`src/rtl/uart_tx_feeder_if.sv`:
```
// Handshake bundle between a byte producer, the feeder FIFO and a UART byte transmitter.
interface uart_tx_feeder_if #(
    parameter int unsigned ADDR_W = 4
) ();
    logic            wr_en;
    logic [7:0]      wr_data;
    logic            send_en;
    logic            tx_done;
    logic [7:0]      tx_data;
    logic            tx_start;
    logic            full;
    logic            empty;
    logic [ADDR_W:0] count;
    logic            busy;
    logic            overflow;
    logic            timeout_err;

    modport master (
        output wr_en, wr_data, send_en, tx_done,
        input  tx_data, tx_start, full, empty, count, busy, overflow, timeout_err
    );

    modport slave (
        input  wr_en, wr_data, send_en, tx_done,
        output tx_data, tx_start, full, empty, count, busy, overflow, timeout_err
    );
endinterface

```
`src/rtl/uart_tx_feeder.sv`:
```
// Byte FIFO that feeds a UART byte transmitter one byte at a time, with a per-byte
// completion timeout and sticky overflow / timeout error flags.
module uart_tx_feeder #(
    parameter int unsigned DEPTH   = 16,
    parameter int unsigned ADDR_W  = 4,
    parameter int unsigned TIMEOUT = 131072
) (
    input logic             clk,
    input logic             rst,
    uart_tx_feeder_if.slave bus
);
    typedef enum logic [1:0] {StIdle, StStart, StWait} state_e;

    localparam logic [ADDR_W:0] FullCount = (ADDR_W + 1)'(DEPTH);
    localparam logic [17:0]     TimerLast = 18'(TIMEOUT - 1);

    state_e            state_q;
    logic [7:0]        mem [DEPTH];
    logic [ADDR_W-1:0] rd_ptr_q;
    logic [ADDR_W-1:0] wr_ptr_q;
    logic [ADDR_W:0]   count_q;
    logic [7:0]        tx_data_q;
    logic [17:0]       timer_q;
    logic              overflow_q;
    logic              timeout_err_q;
    logic              full;
    logic              empty;
    logic              pop;
    logic              push;

    assign full  = (count_q == FullCount);
    assign empty = (count_q == '0);
    // Pop depends only on registered count, so a byte written this cycle cannot leave yet.
    assign pop   = (state_q == StIdle) && bus.send_en && !empty;
    assign push  = bus.wr_en && (!full || pop);

    always_ff @(posedge clk) begin
        if (push) begin
            mem[wr_ptr_q] <= bus.wr_data;
        end
    end

    always_ff @(posedge clk or negedge rst) begin
        if (!rst) begin
            wr_ptr_q   <= '0;
            rd_ptr_q   <= '0;
            count_q    <= '0;
            overflow_q <= 1'b0;
        end else begin
            if (push) begin
                wr_ptr_q <= wr_ptr_q + 1'b1;
            end
            if (pop) begin
                rd_ptr_q <= rd_ptr_q + 1'b1;
            end
            if (push && !pop) begin
                count_q <= count_q + 1'b1;
            end else if (pop && !push) begin
                count_q <= count_q - 1'b1;
            end
            if (bus.wr_en && !push) begin
                overflow_q <= 1'b1;
            end
        end
    end

    always_ff @(posedge clk or negedge rst) begin
        if (!rst) begin
            state_q       <= StIdle;
            tx_data_q     <= 8'h00;
            timer_q       <= '0;
            timeout_err_q <= 1'b0;
        end else begin
            case (state_q)
                StIdle: begin
                    if (pop) begin
                        tx_data_q <= mem[rd_ptr_q];
                        state_q   <= StStart;
                    end
                end
                StStart: begin
                    timer_q <= '0;
                    state_q <= StWait;
                end
                StWait: begin
                    // Done wins over a coinciding timeout.
                    if (bus.tx_done) begin
                        state_q <= StIdle;
                    end else if (timer_q == TimerLast) begin
                        state_q       <= StIdle;
                        timeout_err_q <= 1'b1;
                    end else begin
                        timer_q <= timer_q + 1'b1;
                    end
                end
                default: state_q <= StIdle;
            endcase
        end
    end

    assign bus.tx_data     = tx_data_q;
    assign bus.tx_start    = (state_q == StStart);
    assign bus.busy        = (state_q != StIdle);
    assign bus.full        = full;
    assign bus.empty       = empty;
    assign bus.count       = count_q;
    assign bus.overflow    = overflow_q;
    assign bus.timeout_err = timeout_err_q;
endmodule
```
`src/flat_wrapper.sv`:
```
// flat-port wrapper written by rule: the top's interface ports become plain ports
module uart_tx_feeder_flat 
#(
    parameter int unsigned DEPTH   = 16,
    parameter int unsigned ADDR_W  = 4,
    parameter int unsigned TIMEOUT = 131072
)
  (clk, rst, bus_wr_en, bus_wr_data, bus_send_en, bus_tx_done, bus_tx_data, bus_tx_start, bus_full, bus_empty, bus_count, bus_busy, bus_overflow, bus_timeout_err);
  uart_tx_feeder_if #(.ADDR_W(ADDR_W)) bus_i ();
  input logic clk;
  input logic rst;
  input wire logic [$bits(bus_i.wr_en)-1:0] bus_wr_en;
  input wire logic [$bits(bus_i.wr_data)-1:0] bus_wr_data;
  input wire logic [$bits(bus_i.send_en)-1:0] bus_send_en;
  input wire logic [$bits(bus_i.tx_done)-1:0] bus_tx_done;
  output wire logic [$bits(bus_i.tx_data)-1:0] bus_tx_data;
  output wire logic [$bits(bus_i.tx_start)-1:0] bus_tx_start;
  output wire logic [$bits(bus_i.full)-1:0] bus_full;
  output wire logic [$bits(bus_i.empty)-1:0] bus_empty;
  output wire logic [$bits(bus_i.count)-1:0] bus_count;
  output wire logic [$bits(bus_i.busy)-1:0] bus_busy;
  output wire logic [$bits(bus_i.overflow)-1:0] bus_overflow;
  output wire logic [$bits(bus_i.timeout_err)-1:0] bus_timeout_err;
  assign bus_i.wr_en = bus_wr_en;
  assign bus_i.wr_data = bus_wr_data;
  assign bus_i.send_en = bus_send_en;
  assign bus_i.tx_done = bus_tx_done;
  assign bus_tx_data = bus_i.tx_data;
  assign bus_tx_start = bus_i.tx_start;
  assign bus_full = bus_i.full;
  assign bus_empty = bus_i.empty;
  assign bus_count = bus_i.count;
  assign bus_busy = bus_i.busy;
  assign bus_overflow = bus_i.overflow;
  assign bus_timeout_err = bus_i.timeout_err;
  uart_tx_feeder #(.DEPTH(DEPTH), .ADDR_W(ADDR_W), .TIMEOUT(TIMEOUT)) u_core (.clk(clk), .rst(rst), .bus(bus_i));
endmodule
```
`config.mk`:
```
export PLATFORM = sky130hd
export DESIGN_NAME = uart_tx_feeder_flat
export DESIGN_NICKNAME = d
export VERILOG_FILES = /design/src/rtl/uart_tx_feeder_if.sv /design/src/rtl/uart_tx_feeder.sv /design/src/flat_wrapper.sv
export SDC_FILE = /design/constraint.sdc
export NUM_CORES = 1
export LEC_CHECK = 0
export BUFFER_PORTS_ARGS = -buffer_cell sky130_fd_sc_hd__buf_2
export CORE_AREA = 8 8 98 135
export CTS_CLUSTER_DIAMETER = 80
export DETAILED_ROUTE_END_ITERATION = 7
export DIE_AREA = 0 0 106 143
export PLACE_DENSITY = 0.87
export SLEW_MARGIN = 20
export SYNTH_ARGS = -nofsm -noshare
export SYNTH_HDL_FRONTEND = slang
export SYNTH_SLANG_ARGS = --single-unit
```
`constraint.sdc`:
```
create_clock -name clk -period 8.7 [get_ports clk]
set_input_delay 0.435 -clock clk [delete_from_list [all_inputs] [get_ports clk]]
set_output_delay 0.435 -clock clk [all_outputs]
set_load 0.005 [all_outputs]
```
==> results of run 1 <==
[final timing paths]
kind | start | end | slack, ns | cells after the start
max | u_core.state_q[0] | u_core.bus.count[4] | 5.53 | 11
min | rst | u_core.bus.count[1] | 0.17 | 1
max reg2reg | u_core.state_q[0] | u_core.bus.count[4] | 5.53 | 11
min reg2reg | u_core.bus.overflow | u_core.bus.overflow | 0.47 | 1
max in group asynchronous | rst | u_core.rd_ptr_q[0] | 7.87 | 1
min in group clk | bus_wr_en | u_core.bus.overflow | 0.27 | 2
[worst max-delay path: cells and delay by family (launching register included)]
family                   cells  cell delay [ns]
adder cells (fa/ha/maj)      2             0.70
buffers and inverters        2             0.62
AND/OR/NAND/NOR              3             0.56
flip-flops                   1             0.48
AO/OA/AOI/OAI                2             0.37
multiplexers                 1             0.23
XOR/XNOR                     1             0.14
[kinds of logic (layout without fill, tap and decap cells)]
group / count (synthesis) / count (layout)
compound gates: 58 / 58
buf+inv: 35 / 81
flops: 171 / 171
fa+ha+maj: 11 / 11
simple gates: 115 / 115
mux: 43 / 43
xor+xnor: 10 / 10
[per-stage QoR]
step                      setup slack, ns  hold WS [ns]  instance area, um^2  power, uW
after detailed placement             5.56         0.467                 7380       1800
final                                5.53         0.169                 7990       2570
after CTS                            5.53         0.181                 7990       2580
after floorplan                      5.86         0.139                 7120       1600
after global routing                 5.24         0.237                 7990       2690
after global placement               5.69         0.449                 7380       1760
[layout make-up]
cell class / count / area share
timing repair buffer: 33 / 0.0213
multi-input combinational: 237 / 0.257
inverter: 16 / 0.00752
tap: 144 / 0.0226
sequential: 171 / 0.616
clock inverter: 14 / 0.0221
clock buffer: 18 / 0.0537
[report_power, final]
| part | internal (uW) | switching (uW) |
|---|---|---|
| sequential | 1000 | 102 |
| clock | 437 | 333 |
| combinational | 316 | 377 |
| total | 1760 | 811 |
[cells in the final DEF, fill, tap and decap left out, types with 5 or more instances in the layout]
cell type / count
edfxtp_1: 128
o31ai_1: 6
dfrtp_1: 42
nand2_1: 42
inv_6: 5
and2_1: 13
mux4_2: 32
o21ai_0: 13
buf_2: 31
nor2_1: 18
o221ai_1: 8
nand3_1: 13
clkbuf_16: 17
inv_1: 15
xnor2_1: 8
ha_1: 10
mux2i_1: 11
o211ai_1: 9
nand4_1: 5
[flip-flops by register name, indices dropped and copies added, names as in the netlist]
name,cells
u_core.state_q,2
u_core.mem,128
u_core.timer_q,18
u_core.bus.count,5
u_core.bus.tx_data,8
u_core.rd_ptr_q,4
u_core.bus.timeout_err,1
u_core.bus.overflow,1
u_core.wr_ptr_q,4
[metal layers]
metal  global-route usage  vias to the layer above  wire (um)
met2                0.379                      139       8160
met1                0.227                     2080       5570
met3               0.0383                       32        647
met4               0.0996                        0        427
met5                    0                        -          0
li1                     -                     1787          -
==> metrics.md, run 1 <==
| Metric | Value |
|---|---|
| Synth top area share | `0.540` |
| Tmin final | `about 3.2 ns` |
| DRC Markers | `0` |
| Clock skew | `approximately 0.0089 ns` |
| Pins Over Slew Limit | `0` |
| Compound-Gate Fraction of Synth Area | `0.0591` |
| Die Height | `between 100 and 150 um` |
| First-pass GRT wire length | `roughly 23000 um` |
| Root Buffer | `clkbuf_16` |
| Post-Synth Simple-Gate Area | `0.0793` |
| Via count | `4038` |
| EDFF count, synth | `around 130` |
| Worst vdd ir | `between 0.15 and 0.2 mV` |
| Count of endpoints failing setup in the final report | `0` |
| DP Wirelength | `~9500 um` |
| Antenna diodes | `0` |
| Post-CTS sizing | `0` |
| Max-slew headroom | `0.354` |
| GRT Resource Usage Total | `0.208` |
| Vias per cell | `6.38` |
| Post-synthesis mux area share | `0.117` |
| CTS Sinks | `between 150 and 200` |
| Avg WL per Cell | `between 20 and 25 um` |
| Worst EP arrival | `3.51 ns` |
| CP Class | `flip-flop to flip-flop` |
| Crit start category | `flip-flop` |
| Yosys top cell by area | `edfxtp_1` |
| Vias in the first global route | `between 4000 and 5000` |
| Clk_lat worst skew | `~0.42 ns` |
| First-pass detailed-route iteration total | `5` |
| Final Wtd Congestion | `just under 0.9` |
| Leak | `approximately 0.0029 uW` |
| Setup TNS | `0 ns` |
| CTS tree | `built` |
| Post-Layout Cell Count | `approximately 630` |
| Worst slew pin tran | `~0.97 ns` |
| Xor/xnor share of the synthesized area | `0.0123` |
| Crit-path cells | `nor2_1, nand2_1, nor2_1, clkinv_1, ha_1, inv_1, ha_1, a21o_1, a21oi_1, mux2i_1, xnor2_1` |
| H-tree depth | `4` |
| Cts hold-fix bufs | `0` |
| Syn_nets | `between 400 and 500` |
| Seq/Total Area, Yosys | `0.691` |
| Final period utilization | `0.364` |
| Yosys reg bits | `roughly 170` |
| Remaining antenna violation count | `0` |
| Final #Nets | `500` |
| Largest net degree at the start of global routing | `44` |
| Critical Path Sink Type | `flip-flop` |
| Multi-input logic area | `~0.0020 mm^2` |
| Initial cell density of the core | `0.634` |
| Main combinational cell family by area after synthesis | `multiplexers` |
| PortBufs | `31` |
| Worst endpoint required time | `about 9 ns` |
| YS warnings | `0` |
| Dpl cells | `~600` |
| CTS Buf Count | `17` |
| Worst-path maximum fanout | `19` |
| FFs w/ async S/R, synth | `0.251` |
| Die ar. | `0.0152 mm^2` |
| Fmax achieved | `between 0.3 and 0.4 GHz` |
| DRT iter0 DRCs | `310` |
| Clock-pin slew on the worst setup and hold paths | `around 0.070 ns` |
| Synth Area in Adders | `0.0204` |
| Predominant post-synthesis flop cell | `edfxtp_1` |
| Mapped Area | `about 0.0071 mm^2` |
| Final Hold Viols | `0` |
| Antenna violations before repair | `0` |
| Row count | `46` |
| Synthesized instance count | `roughly 440` |
| Ports | `32` |
| Layout cells sized above 1 | `0.213` |
| Critical Path Max Stage Delay | `about 0.48 ns` |
| Syn-to-layout area delta | `12.2%` |
| Max_cap viols | `0` |
| Distinct cell type count after synthesis | `49` |
| Core Box Area | `around 0.011 mm^2` |
| Postcts setup bufs | `0` |
| RSZ-0062 raised after global routing | `no` |
| Outcome | `finished, final reports clean` |
| Fill cell count | `a little under 700` |
| Min-delay worst type | `primary input to asynchronous set/reset pin` |
| Critical-path top delay cell | `dfrtp_1` |
| Post-route core utilization | `0.711` |
| Pwr Density | `between 300 and 400 mW/mm^2` |
| Most frequent cell after synthesis | `edfxtp_1` |
| Sequential cell area | `around 0.0049 mm^2` |
| Commonest cells in the netlist | `128 x edfxtp_1, 43 x dfrtp_1, 42 x nand2_1` |
| Ranking of synthesized cells by area | `edfxtp_1 54%, dfrtp_1 15%, mux4_2 10%` |
| Grt ovf | `0` |
| Syn avg cell area | `approximately 16 um^2` |
| WL final | `approximately 15000 um` |
| CTS max path bufs | `2` |
| Die width | `roughly 110 um` |
Power figures use the tool's default switching activity.
==> run 2: changes to the inputs <==
--- a/config.mk
+++ b/config.mk
@@ -6,11 +6,11 @@
 export NUM_CORES = 1
 export LEC_CHECK = 0
 export BUFFER_PORTS_ARGS = -buffer_cell sky130_fd_sc_hd__buf_2
-export CORE_AREA = 8 8 98 135
+export CORE_AREA = 8 8 106 146
 export CTS_CLUSTER_DIAMETER = 80
 export DETAILED_ROUTE_END_ITERATION = 7
-export DIE_AREA = 0 0 106 143
-export PLACE_DENSITY = 0.87
+export DIE_AREA = 0 0 114 154
+export PLACE_DENSITY = 0.79
 export SLEW_MARGIN = 20
 export SYNTH_ARGS = -nofsm -noshare
 export SYNTH_HDL_FRONTEND = slang
==> constraint.sdc (replaced) <==
create_clock -name clk -period 2.6 [get_ports clk]
set_input_delay 0.13 -clock clk [delete_from_list [all_inputs] [get_ports clk]]
set_output_delay 0.13 -clock clk [all_outputs]
set_load 0.005 [all_outputs]
==> run 2 against run 1 <==
Net effect:
- fmax grew 29%
- sequential power grew to 3.4 times the previous value
- global-route usage shrank 3.1 points
- critical path depth shrank 5
- final area grew 2.3%
- first-iteration DRC count grew 1.3%
- clock-buffer cell count is the same
- worst setup slack lost 5.4 ns
- power grew to 3.4 times the previous value
- via count shrank 0.82%
- non-clock buffer count grew 9
- register-to-register slack lost 5.4 ns
- critical endpoint is now u_core.mem[0][2]
- largest cell class unchanged
==> metrics.md, run 2 (synthesized netlist as in run 1, its figures left out) <==
| Metric | Value |
|---|---|
| Most frequent cells in the layout | `128 x edfxtp_1, 42 x nand2_1, 41 x dfrtp_1, 32 x mux4_2, 31 x buf_2` |
| Fill cell count | `954 (+37%)` |
| CTS max path bufs | `2 (unchanged)` |
| Clock skew | `0.0115 ns (+0.00255 ns)` |
| Leak | `0.00294 uW (+1.6%)` |
| Vias in the first global route | `4251 (+1.6%)` |
| Worst-path maximum fanout | `9 (-10)` |
| Worst slew pin tran | `0.953 ns (-0.0152 ns)` |
| CTS Buf Count | `17 (unchanged)` |
| Layout cells sized above 1 | `0.245 (+0.0323)` |
| Initial cell density of the core | `0.537 (-0.0975)` |
| Worst endpoint required time | `2.67 ns (-6.37 ns)` |
| Avg WL per Cell | `21.1 um (-9.9%)` |
| Grt ovf | `0 (unchanged)` |
| Multi-input logic area | `0.00210 mm^2 (+2.7%)` |
| Ports | `32 (unchanged)` |
| Reg with most FFs | `u_core.mem` |
| Vias per cell | `5.89 (-7.7%)` |
| Clock-pin slew on the worst setup and hold paths | `0.07 ns (about the same)` |
| Die width | `114 um (+7.5%)` |
| Final period utilization | `0.944 (+0.580)` |
| Fmax achieved | `0.407 GHz (+29%)` |
| Pins Over Slew Limit | `0 (unchanged)` |
| Max reg flops | `128 (unchanged)` |
| PortBufs | `31 (unchanged)` |
| First-pass GRT wire length | `23400 um (-0.41%)` |
| Design area | `0.00817 mm^2 (+2.3%)` |
| R2r setup slk | `0.15 ns (-5.38 ns)` |
| Sequential cell area | `0.00492 mm^2 (about the same)` |
| Count of endpoints failing setup in the final report | `0 (unchanged)` |
| Syn-to-layout area delta | `14.8%` |
| Critical Path Max Stage Delay | `0.49 ns (about the same)` |
| Antenna violations before repair | `0 (unchanged)` |
| Die Height | `154 um (+7.7%)` |
| Max-slew headroom | `0.364 (+0.0101)` |
| DP Wirelength | `9380 um (-1.5%)` |
| DRC Markers | `0 (unchanged)` |
| GRT Resource Usage Total | `0.177 (-0.0315)` |
| Via count | `4005 (-0.82%)` |
| Final Hold Viols | `0 (unchanged)` |
| Worst EP arrival | `2.53 ns (-0.98 ns)` |
| Largest net degree at the start of global routing | `44 (unchanged)` |
| Outcome | `finished, final reports clean` |
| Most common cell on crit path | `and2_1` |
| Root Buffer | `clkbuf_16` |
| Remaining antenna violation count | `0 (unchanged)` |
| DP Area | `0.00749 mm^2 (+1.5%)` |
| Post-route core utilization | `0.616 (-0.0954)` |
| Antenna diodes | `0 (unchanged)` |
| Pwr Density | `1070 mW/mm^2 (+230%)` |
| CTS tree | `built` |
| Tmin final | `2.45 ns (-0.717 ns)` |
| Final #Nets | `509 (+1.8%)` |
| Worst vdd ir | `0.459 mV (+150%)` |
| Commonest non-fill, non-tap cell in the layout | `edfxtp_1` |
| CTS Sinks | `171 (unchanged)` |
| Setup TNS | `0 ns (unchanged)` |
| Core Box Area | `0.0133 mm^2 (+18%)` |
| CP Class | `flip-flop to flip-flop` |
| DRT iter0 DRCs | `314 (+1.3%)` |
| Max_cap viols | `0 (unchanged)` |
| Die ar. | `0.0176 mm^2 (+16%)` |
| H-tree depth | `4 (unchanged)` |
| Row count | `50 (+8.7%)` |
| Crit-path cells | `nor4_4, and2_1, a21boi_2, buf_4, nor3b_1, and2_1` |
| Final Wtd Congestion | `0.853 (-1.3%)` |
| Critical Path Sink Type | `flip-flop` |
| Crit start category | `flip-flop` |
| Critical-path top delay cell | `dfrtp_1` |
| Min-delay worst type | `primary input to flip-flop` |
| WL final | `14300 um (-3.2%)` |
| First-pass detailed-route iteration total | `5 (unchanged)` |
| Clk_lat worst skew | `0.43 ns (about the same)` |
-- run 2: cell types whose count changed in the layout (fill, tap and decap cells not counted), moves of 2 or more --
cell           change
buf_4              +6
clkinv_1           -2
clkinv_4           +2
dlygate4sd3_1      +2
ha_1               -2
ha_4               +2
-- run 2: stage by stage --
stage | total power (uW) | std cells | setup WS, ns | hold WS [ns]
floorplan | 5360 | 443 | 0.00618 | -0.166
global placement | 6040 | 645 | 0.0554 | 0.323
detailed placement | 6130 | 645 | -0.0359 | 0.324
CTS | 8730 | 679 | 0.0195 | 0.0417
global route | 9210 | 680 | -0.00244 | 0.0810
finish | 8770 | 680 | 0.146 | 0.0608
-- run 2: worst paths after layout --
path,start,endpoint,cells after the start
min in group asynchronous,rst,u_core.bus.count[4],2
max reg2reg,u_core.bus.count[2],u_core.mem[0][2],6
min,bus_tx_done,u_core.timer_q[17],4
max in group asynchronous,rst,u_core.rd_ptr_q[0],2
max,u_core.bus.count[2],u_core.mem[0][2],6
min reg2reg,u_core.bus.timeout_err,u_core.bus.timeout_err,1
-- run 2: worst max-delay path: cells and delay by family (launching register included) --
| kind | cells | cell delay [ns] |
|---|---|---|
| compound gates | 1 | 0.23 |
| flops | 1 | 0.49 |
| buf+inv | 1 | 0.20 |
| simple gates | 4 | 1.18 |
-- run 2: routing by layer --
| layer | track usage | share of wire | vias up | routed length [um] |
|---|---|---|---|---|
| met1 | 0.202 | 0.39 | 2011 | 5630 |
| met5 | 0 | 0 | - | 0 |
| met2 | 0.307 | 0.53 | 156 | 7620 |
| met4 | 0.0789 | 0.024 | 0 | 347 |
| li1 | - | - | 1799 | - |
| met3 | 0.0404 | 0.051 | 39 | 728 |
-- run 2: repair_timing --
| item | CTS | global route |
|---|---|---|
| setup endpoints to repair | 1 | 2 |
| buffers inserted | 0 | 1 |
| hold buffers | 2 | 0 |
| pin swaps | 0 | 2 |
| gates resized for setup | 1 | 8 |
| hold endpoints to repair | 44 | 0 |
-- run 2: power by group --
part           total (uW)  internal [uW]  switching, uW
clock                2580           1460           1120
sequential           3750           3360            397
combinational        2440           1190           1250
-- run 2: area by class of cell --
type,instances,share of cell area
Clock buffer,18,0.0525
Clock inverter,14,0.0211
Inverter,16,0.00750
Multi-Input combinational cell,237,0.257
Sequential cell,171,0.602
Tap cell,182,0.0279
Timing Repair Buffer,42,0.0312
